<file path="src/rtl/bist_pkg.sv">
// Shared BIST definitions: compactor FSM states and default polynomial/golden constants.
// The pattern generator uses this package as well.
package bist_pkg;

   typedef enum logic [1:0] {
      ST_IDLE  = 2'd0,
      ST_RUN   = 2'd1,
      ST_CHECK = 2'd2,
      ST_DONE  = 2'd3
   } misr_state_t;

   localparam logic [7:0] DEFAULT_POLY   = 8'h1D;
   localparam logic [7:0] DEFAULT_GOLDEN = 8'h00;

endpackage

</file>
<file path="src/rtl/misr_core.sv">
// Galois-style multiple-input signature register with load and enable.
// The register value goes directly to sig_out.
module misr_core #(
   parameter int               WIDTH = 8,
   parameter logic [WIDTH-1:0] POLY  = {WIDTH{1'b0}}
) (
   input  logic             clk,
   input  logic             reset,
   input  logic             load,
   input  logic [WIDTH-1:0] seed,
   input  logic             enable,
   input  logic [WIDTH-1:0] data_in,
   output logic [WIDTH-1:0] sig_out
);

   logic [WIDTH-1:0] sig_r;
   logic [WIDTH-1:0] fb_s;
   logic [WIDTH-1:0] sig_nxt_s;

   // feedback taps apply only when the bit shifted out is set
   always_comb begin
      if (sig_r[WIDTH-1]) begin
         fb_s = POLY;
      end else begin
         fb_s = {WIDTH{1'b0}};
      end
      sig_nxt_s = {sig_r[WIDTH-2:0], 1'b0} ^ fb_s ^ data_in;
   end

   // signature register: reset and load take the seed, enable compacts one word
   always_ff @(posedge clk) begin
      if (reset) begin
         sig_r <= seed;
      end else if (load) begin
         sig_r <= seed;
      end else if (enable) begin
         sig_r <= sig_nxt_s;
      end else begin
         sig_r <= sig_r;
      end
   end

   assign sig_out = sig_r;

endmodule

</file>
<file path="src/rtl/misr_compactor.sv">
// Response compactor: session FSM and word counter around misr_core.
// The final signature is compared with GOLDEN.
module misr_compactor
   import bist_pkg::*;
#(
   parameter int               WIDTH    = 8,
   parameter logic [WIDTH-1:0] POLY     = WIDTH'(DEFAULT_POLY),
   parameter logic [WIDTH-1:0] SEED     = {WIDTH{1'b0}},
   parameter int               PATTERNS = 255,
   parameter logic [WIDTH-1:0] GOLDEN   = WIDTH'(DEFAULT_GOLDEN)
) (
   input  logic             clk,
   input  logic             reset,
   input  logic             start,
   input  logic             resp_valid,
   input  logic [WIDTH-1:0] resp_data,
   output logic             busy,
   output logic             done,
   output logic             pass,
   output logic [WIDTH-1:0] signature
);

   localparam int             CW       = $clog2(PATTERNS + 1);
   localparam logic [CW-1:0] LAST_CNT = CW'(PATTERNS - 1);

   misr_state_t   state_r;
   misr_state_t   state_nxt_s;
   logic [CW-1:0] cnt_r;
   logic          busy_r;
   logic          done_r;
   logic          pass_r;
   logic          busy_nxt_s;
   logic          done_nxt_s;
   logic          load_s;
   logic          enable_s;
   logic          last_s;
   logic [WIDTH-1:0] sig_s;

   assign load_s   = start && ((state_r == ST_IDLE) || (state_r == ST_DONE));
   assign enable_s = resp_valid && (state_r == ST_RUN);
   assign last_s   = (cnt_r == LAST_CNT);

   misr_core #(
      .WIDTH (WIDTH),
      .POLY  (POLY)
   ) u_core (
      .clk     (clk),
      .reset   (reset),
      .load    (load_s),
      .seed    (SEED),
      .enable  (enable_s),
      .data_in (resp_data),
      .sig_out (sig_s)
   );

   // state register with registered busy/done flags
   always_ff @(posedge clk) begin
      if (reset) begin
         state_r <= ST_IDLE;
         busy_r  <= 1'b0;
         done_r  <= 1'b0;
      end else begin
         state_r <= state_nxt_s;
         busy_r  <= busy_nxt_s;
         done_r  <= done_nxt_s;
      end
   end

   // next-state logic
   always_comb begin
      state_nxt_s = state_r;
      case (state_r)
         ST_IDLE: begin
            if (start) state_nxt_s = ST_RUN;
            else       state_nxt_s = ST_IDLE;
         end
         ST_RUN: begin
            if (enable_s && last_s) state_nxt_s = ST_CHECK;
            else                    state_nxt_s = ST_RUN;
         end
         ST_CHECK: state_nxt_s = ST_DONE;
         ST_DONE: begin
            if (start) state_nxt_s = ST_RUN;
            else       state_nxt_s = ST_DONE;
         end
         default: state_nxt_s = ST_IDLE;
      endcase
   end

   // flag decode from the upcoming state so the flags line up with state_r
   always_comb begin
      busy_nxt_s = 1'b0;
      done_nxt_s = 1'b0;
      case (state_nxt_s)
         ST_RUN:   busy_nxt_s = 1'b1;
         ST_CHECK: busy_nxt_s = 1'b1;
         ST_DONE:  done_nxt_s = 1'b1;
         default: begin
            busy_nxt_s = 1'b0;
            done_nxt_s = 1'b0;
         end
      endcase
   end

   // accepted-word counter; stops at PATTERNS because RUN is left on the last word
   always_ff @(posedge clk) begin
      if (reset) begin
         cnt_r <= {CW{1'b0}};
      end else if (load_s) begin
         cnt_r <= {CW{1'b0}};
      end else if (enable_s) begin
         cnt_r <= cnt_r + CW'(1);
      end else begin
         cnt_r <= cnt_r;
      end
   end

   // verdict captured in CHECK, held through DONE
   always_ff @(posedge clk) begin
      if (reset) begin
         pass_r <= 1'b0;
      end else if (load_s) begin
         pass_r <= 1'b0;
      end else if (state_r == ST_CHECK) begin
         pass_r <= (sig_s == GOLDEN);
      end else begin
         pass_r <= pass_r;
      end
   end

   assign busy      = busy_r;
   assign done      = done_r;
   assign pass      = pass_r;
   assign signature = sig_s;

endmodule

</file>
<file path="config.mk">
export PLATFORM = sky130hd
export DESIGN_NAME = misr_compactor
export DESIGN_NICKNAME = d
export VERILOG_FILES = /design/src/rtl/bist_pkg.sv /design/src/rtl/misr_core.sv /design/src/rtl/misr_compactor.sv
export SDC_FILE = /design/constraint.sdc
export NUM_CORES = 1
export LEC_CHECK = 0
export CAP_MARGIN = 30
export CORE_UTILIZATION = 39
export CTS_BUF_LIST = sky130_fd_sc_hd__clkbuf_4 sky130_fd_sc_hd__clkbuf_8 sky130_fd_sc_hd__clkbuf_16
export DETAILED_ROUTE_END_ITERATION = 7
export PLACE_DENSITY = 0.64
export SETUP_SLACK_MARGIN = 0.5
export SYNTH_ARGS = -nofsm -noshare
export SYNTH_HDL_FRONTEND = slang
export SYNTH_SLANG_ARGS = --single-unit
</file>
<file path="constraint.sdc">
create_clock -name clk -period 2.1 [get_ports clk]
set_input_delay 0.315 -clock clk [delete_from_list [all_inputs] [get_ports clk]]
set_output_delay 0.315 -clock clk [all_outputs]
set_load 0.02 [all_outputs]
</file>
==> metrics.md, run 1 <==
| Metric | Value |
|---|---|
| Worst setup margin | `0.3962 ns` |
| Core Region | `roughly 2500 um2` |
| Worst Path Required | `2.31 ns` |
| Synth Instances | `117` |
| # hold bufs at CTS | `0` |
| Iter 0 DRT Violations | `16` |
| Post-synth design cell area | `approximately 1000 um2` |
| Min-Delay Path Class | `flip-flop to flip-flop` |
| Leading cell type in the layout, fill and taps excluded | `dfxtp_1` |
| Most used DFF post-synth | `dfxtp_1` |
| Largest net degree at the start of global routing | `18` |
| Clk_skew | `0.002078 ns` |
| VDD IR max | `0.3084 mV` |
| Starting Density | `41.29%` |
| P&R area growth vs syn | `39.03%` |
| Estimated wirelength of the detail-placed design | `roughly 1.5 mm` |
| GRT Util Overall | `a little under a fifth` |
| Crit path max-delay family | `simple AND/OR/NAND/NOR gates` |
| H-tree depth | `1` |
| DR vias/cell | `approximately 5.4` |
| Pre-CTS setup slack | `0.1138 ns` |
| Most frequent cells in the layout | `dfxtp_1 (18), clkdlybuf4s50_1 (13), xnor2_1 (9)` |
| Crit-path slowest cell | `dfxtp_4` |
| Flop pwr share | `around 56%` |
| Sinks on Clock Net | `21` |
| Via Count | `about 930` |
| CTS tree | `yes` |
| Clk Latency, worst-skew pair | `around 0.30 ns` |
| Slew headroom | `77.04%` |
| FF+latch count, synth | `21` |
| Period utilization | `between 80% and 90%` |
| Outcome | `completed` |
| Final hold viol count | `0` |
| CP Cell Sequence | `inv_4, ha_4, or3_4, nor4_4, nor3_2, ha_1, nor2b_1` |
| Clock power frac | `about a quarter` |
| Async SR Flop Fraction | `0%` |
| Num ports | `23` |
| Logic pwr share | `between 15 and 20%` |
| Dpl cells | `between 150 and 200` |
| Max Slew Vio Count | `0` |
| Ys Warns | `0` |
| Routed wire length | `2.180 mm` |
| Die area | `roughly 2900 um2` |
| RSZ-0062 raised after global routing | `true` |
| DR WL/cell | `12.53 um` |
| Critical path class | `flip-flop to flip-flop` |
| Worst-margin pin slew | `0.3412 ns` |
| Setup TNS Final | `0 ns` |
| CP max FO | `3` |
| EDFF count, synth | `0` |
| Crit path arrival time | `1.91 ns` |
| Seq/Total Area, Yosys | `about 41%` |
| Pwr Density | `about 520 nW/um2` |
| Pint | `approximately 0.54 mW` |
| Worst path bufs/invs | `1` |
| Chip height | `53.45 um` |
| Maxcap violations | `0` |
| Final Core Density | `a little under three fifths` |
| Net switching power | `about 0.20 mW` |
| Final std cells w/o fill | `roughly 170` |
| Crit. End Element | `flip-flop` |
| Synth cell types | `26` |
| Global route overflow | `0` |
| Final Wtd Congestion | `just under 0.8` |
| Die W | `~53 um` |
| Fin crit period | `around 1.7 ns` |
| Share of post-route cells with drive strength above 1 | `20.14%` |
| DRT Pass-1 Iters | `4` |
| Critical Path Source Type | `flip-flop` |
| Vias in the first global route | `about 860` |
| Clk slew on worst S/H paths | `0.12 ns` |
| Syn Nets | `~140` |
| Antenna viol nets, final | `0` |
| Static Leak | `between 0.5 and 0.6 nW` |
| Final nets | `164` |
| # rows | `18` |
| Initial antenna violation count | `0` |
| Final setup violation count | `0` |
| Port buffer count | `22` |
| Total CTS buffers | `3` |
| First-pass GRT wire length | `approximately 3.7 mm` |
| Peak per-stage delay on the critical path | `around 0.40 ns` |
| Syn Area/Cell | `a little under 9 um2` |
| Fmax | `0.5869 GHz` |
| Root buffer cell | `clkbuf_4` |
| DRC violations left | `0` |
| Number of diodes | `0` |
| Max clock buf depth | `2` |
| Net Sw Frac | `roughly 27%` |
==> synthesized netlist by cell type (3+ instances only) <==
master | instances | area, um2
buf_2 | 3 | 15.01
nor2_1 | 9 | 33.78
inv_1 | 5 | 18.77
dfxtp_1 | 21 | 420.4
a21oi_1 | 8 | 40.04
a211oi_1 | 7 | 52.55
ha_1 | 7 | 87.58
or3_1 | 8 | 50.05
xnor2_1 | 9 | 78.83
nor2b_1 | 3 | 18.77
o21ai_0 | 3 | 15.01
nand2_1 | 6 | 22.52
a31oi_1 | 3 | 18.77
nand3_1 | 8 | 40.04
nor4_1 | 4 | 25.02
==> per-layer routing <==
layer  global-route usage (%)  routed length [um]  share of wire (%)
met5                        0                   0                  0
met4                    7.456                  24                1.1
met3                    4.310                  80                3.7
met2                    28.54                1029                 47
met1                    23.41                1047                 48
==> through the flow <==
stage	hold slack (ns)	power [mW]	area (um2)
after detailed placement	0.4763	0.5488	1311
after global placement	0.4659	0.5462	1311
final	0.4882	0.7449	1435
after floorplan	0.3860	0.4982	1066
after global routing	0.5234	0.7807	1435
after CTS	0.4961	0.7496	1416
==> final cells by class <==
| cell class | instances | area (um2) |
|---|---|---|
| Tap cell | 30 | 37.54 |
| Fill cell | 232 | 1065 |
| Clock inverter | 1 | 5.005 |
| Timing Repair Buffer | 28 | 261.5 |
| Inverter | 5 | 23.77 |
| Multi-Input combinational cell | 86 | 655.6 |
| Sequential cell | 21 | 429.2 |
| Clock buffer | 3 | 22.52 |
==> cells by family (layout without fill, tap and decap cells) <==
logic type,count (synthesis),count (layout),share of synthesized area (%)
AOI/OAI and AO/OA,24,24,14.42
and+or+nand+nor,45,45,23.39
xor gates and xnor gates,10,10,8.485
adders and majority gates,7,7,8.484
buffers and inverters,10,37,4.484
DFF,21,21,40.73
==> worst paths after layout <==
check | from | endpoint | slack, ns | depth (start not counted)
worst min-delay path | pass | pass | 0.49 | 2
worst max register to register | state_r[0] | busy | 0.40 | 7
worst max-delay path | state_r[0] | busy | 0.40 | 7
worst min register to register | pass | pass | 0.49 | 2
==> flip-flops by register name (all words and copies together) (netlist names) <==
register        cells
busy                1
cnt_r               8
done                1
pass                1
state_r             2
u_core.sig_out      8
==> power by group through the flow <==
stage	clock network [mW]	logic, mW	registers (mW)
after floorplan	0	0.0630	0.435
after global placement	0	0.117	0.429
after detailed placement	0	0.119	0.430
after CTS	0.205	0.124	0.421
after global routing	0.219	0.139	0.423
final	0.199	0.126	0.421
==> worst register-to-register path, delay by kind of cell (launching register included) <==
family                   cells  cell delay, ns
adder cells (fa/ha/maj)      2            0.41
buffers and inverters        1            0.05
flip-flops                   1            0.40
AND/OR/NAND/NOR              4            0.75
==> timing repair <==
| item | CTS | global route |
|---|---|---|
| setup endpoints to repair | 12 | 11 |
| buffers inserted | 4 | 0 |
| resized for setup | 20 | 6 |
| pin swaps | 1 | 0 |
No activity file was read; power rests on OpenSTA's default activity.
==> run 2: changes to the inputs <==
--- a/config.mk
+++ b/config.mk
@@ -9,7 +9,7 @@
 export CORE_UTILIZATION = 39
 export CTS_BUF_LIST = sky130_fd_sc_hd__clkbuf_4 sky130_fd_sc_hd__clkbuf_8 sky130_fd_sc_hd__clkbuf_16
 export DETAILED_ROUTE_END_ITERATION = 7
-export PLACE_DENSITY = 0.64
+export PLACE_DENSITY = 0.67
 export SETUP_SLACK_MARGIN = 0.5
 export SYNTH_ARGS = -nofsm -noshare
 export SYNTH_HDL_FRONTEND = slang
==> constraint.sdc (replaced) <==
create_clock -name clk -period 1.45 [get_ports clk]
set_input_delay 0.2175 -clock clk [delete_from_list [all_inputs] [get_ports clk]]
set_output_delay 0.2175 -clock clk [all_outputs]
set_load 0.02 [all_outputs]
==> run 2 against run 1 <==
Against the previous run:
- the run now ends with setup timing left
- cell count grew 16%
- clock-buffer cell count stayed put
- non-clock buffer count increased by 27
- register-to-register slack worse by 0.66 ns
- design area rose by 24%
- total power rose by 58%
==> metrics.md, run 2 (same netlist as run 1, synthesis figures left out) <==
| Metric | Value |
|---|---|
| Outcome | `finished with violations (was completed)` |
| Failing checks | `setup timing` |
| Critical path class | `flip-flop to flip-flop (unchanged)` |
| Fin crit period | `1.715 ns (was 1.704 ns)` |
| Clk_skew | `0.007081 ns (was 0.002078 ns)` |
| Number of diodes | `0 (unchanged)` |
| Pwr Density | `662.9 nW/um2 (was 519.1 nW/um2)` |
| DR WL/cell | `13.63 um (was 12.53 um)` |
| Hold_ws | `0.4825 ns (was 0.4882 ns)` |
| Initial antenna violation count | `0 (unchanged)` |
| Final Wtd Congestion | `0.7296 (was 0.7727)` |
| Met1 Usage GRT | `22.22% (was 23.41%)` |
| DR vias/cell | `5.224 (was 5.351)` |
| Clock power frac | `25.2% (was 26.7%)` |
| Fillers | `187 (was 232)` |
| Min-Delay Path Class | `flip-flop to flip-flop (unchanged)` |
| Die area | `2856 um2 (unchanged)` |
| Total CTS buffers | `3 (unchanged)` |
| Maxcap violations | `0 (unchanged)` |
| Routed wire length | `2.739 mm (was 2.180 mm)` |
| Pre-CTS setup slack | `-0.3493 ns (was 0.1138 ns)` |
| Static Leak | `0.6763 nW (was 0.5431 nW)` |
| Clk Latency, worst-skew pair | `0.31 ns (was 0.30 ns)` |
| P&R area growth vs syn | `71.76% (was 39.03%)` |
| Max clock buf depth | `2 (unchanged)` |
| H-tree depth | `1 (unchanged)` |
| Share of post-route cells with drive strength above 1 | `50.29% (was 20.14%)` |
| Logic pwr share | `23.8% (was 16.9%)` |
| # rows | `18 (unchanged)` |
| Port buffer count | `22 (unchanged)` |
| Vias in the first global route | `982 (was 863)` |
| Largest net degree at the start of global routing | `18 (unchanged)` |
| Global routing's busiest layer | `met2 (unchanged)` |
| Met3 Use GR | `2.586% (was 4.310%)` |
| Max Slew Vio Count | `0 (unchanged)` |
| CTS tree | `yes (unchanged)` |
| Fmax | `0.5830 GHz (was 0.5869 GHz)` |
| Final setup violation count | `9 (was 0)` |
| Pint | `0.8470 mW (was 0.5432 mW)` |
| Antenna viol nets, final | `0 (unchanged)` |
| Final Core Density | `70.92% (was 57.41%)` |
| Final hold viol count | `0 (unchanged)` |
| Global route overflow | `0 (unchanged)` |
| VDD IR max | `0.5187 mV (was 0.3084 mV)` |
| Flop pwr share | `51.0% (was 56.5%)` |
| M2 GR Usage | `35.42% (was 28.54%)` |
| Sinks on Clock Net | `21 (unchanged)` |
| Via Count | `1050 (was 931)` |
| Core Region | `2500 um2 (unchanged)` |
| Worst setup margin | `-0.2653 ns (was 0.3962 ns)` |
| Setup TNS Final | `-0.7720 ns (was 0 ns)` |
| Critical Path Source Type | `flip-flop (unchanged)` |
| Starting Density | `41.29% (unchanged)` |
| Num ports | `23 (unchanged)` |
| Leading cell type in the layout, fill and taps excluded | `buf_4 (was dfxtp_1)` |
| Most frequent cells in the layout | `buf_4 (28), buf_6 (13), clkdlybuf4s50_1 (11) (was dfxtp_1 (18), clkdlybuf4s50_1 (13), xnor2_1 (9))` |
| Chip height | `53.45 um (unchanged)` |
| Worst Path Required | `1.67 ns (was 2.31 ns)` |
| GRT Util Overall | `19.43% (was 18.17%)` |
| DRC violations left | `0 (unchanged)` |
| CP max FO | `3 (unchanged)` |
| Crit path arrival time | `1.93 ns (was 1.91 ns)` |
| Crit. End Element | `flip-flop (unchanged)` |
| Period utilization | `118.3% (was 81.13%)` |
| Net switching power | `0.3282 mW (was 0.2018 mW)` |
| Iter 0 DRT Violations | `1 (was 16)` |
| Slew headroom | `76.09% (was 77.04%)` |
| Worst-margin pin slew | `0.3554 ns (was 0.3412 ns)` |
| Final nets | `191 (was 164)` |
| Root buffer cell | `clkbuf_4 (unchanged)` |
| RSZ-0062 raised after global routing | `true (unchanged)` |
| Clk slew on worst S/H paths | `0.12 ns (about the same)` |
| First-pass GRT wire length | `3.939 mm (was 3.732 mm)` |
| Net Sw Frac | `27.93% (was 27.09%)` |
| Pwr Total | `1.175 mW (was 0.7449 mW)` |
| Estimated wirelength of the detail-placed design | `1.796 mm (was 1.496 mm)` |
| # hold bufs at CTS | `0 (unchanged)` |
| DRT Pass-1 Iters | `4 (unchanged)` |
| Die W | `53.45 um (unchanged)` |
run 2: changes by cell type in the layout (fill, tap and decap cells not counted), moves of 3 or more:
cell,previous run,this run
a211oi_1,7,4
dfxtp_1,18,9
a211oi_2,0,3
dfxtp_4,2,5
buf_6,0,13
buf_4,6,28
dlygate4sd2_1,7,0
dfxtp_2,1,7
run 2: power groups by stage:
| stage | registers [mW] | logic [mW] | clock network, mW |
|---|---|---|---|
| after global routing | 0.602 | 0.300 | 0.337 |
| after detailed placement | 0.619 | 0.223 | 0 |
| after CTS | 0.606 | 0.240 | 0.310 |
| after floorplan | 0.630 | 0.104 | 0 |
| final | 0.600 | 0.280 | 0.296 |
| after global placement | 0.617 | 0.220 | 0 |
run 2: timing repair:
item / CTS / global route
pin swaps: 0 / 7
resized for setup: 79 / 24
cloned: 0 / 1
buffers inserted: 7 / 2
setup endpoints to repair: 32 / 32
run 2: per-stage QoR:
stage / cell area [um2] / cells
after CTS: 1630 / 198
after global routing: 1773 / 201
final: 1773 / 201
after floorplan: 1107 / 117
after detailed placement: 1516 / 187
after global placement: 1516 / 187
run 2: metal layers:
layer / part of all wire [%] / wire length [um]
met5: 0 / 0
met4: 0.88 / 24
met3: 2.4 / 67
met2: 52 / 1431
met1: 44 / 1216
run 2: cell type report:
type	count	area (um2)	share of cell area (%)
clock buffers	3	22.52	1.270
clock inverters	1	5.005	0.2823
inverters	5	21.27	1.200
multi-input cells	86	706.9	39.87
flip-flops and latches	21	447.9	25.26
well taps	30	37.54	2.117
repair buffers	55	531.8	29.99
run 2: final timing paths:
check                                start    to  slack [ns]  cells after the start
worst max-delay path            state_r[1]  busy       -0.27                      7
worst min-delay path                  pass  pass        0.48                      2
worst max register to register  state_r[1]  busy       -0.27                      7
worst min register to register        pass  pass        0.48                      2
run 2: worst max-delay path, cell delays in order, from the launching register on:
cell and delay, ns:
dfxtp_4 0.41, inv_4 0.05, ha_2 0.17, or3_4 0.35, nor4_4 0.20, nor3_2 0.07
ha_1 0.26, nor2b_1 0.12
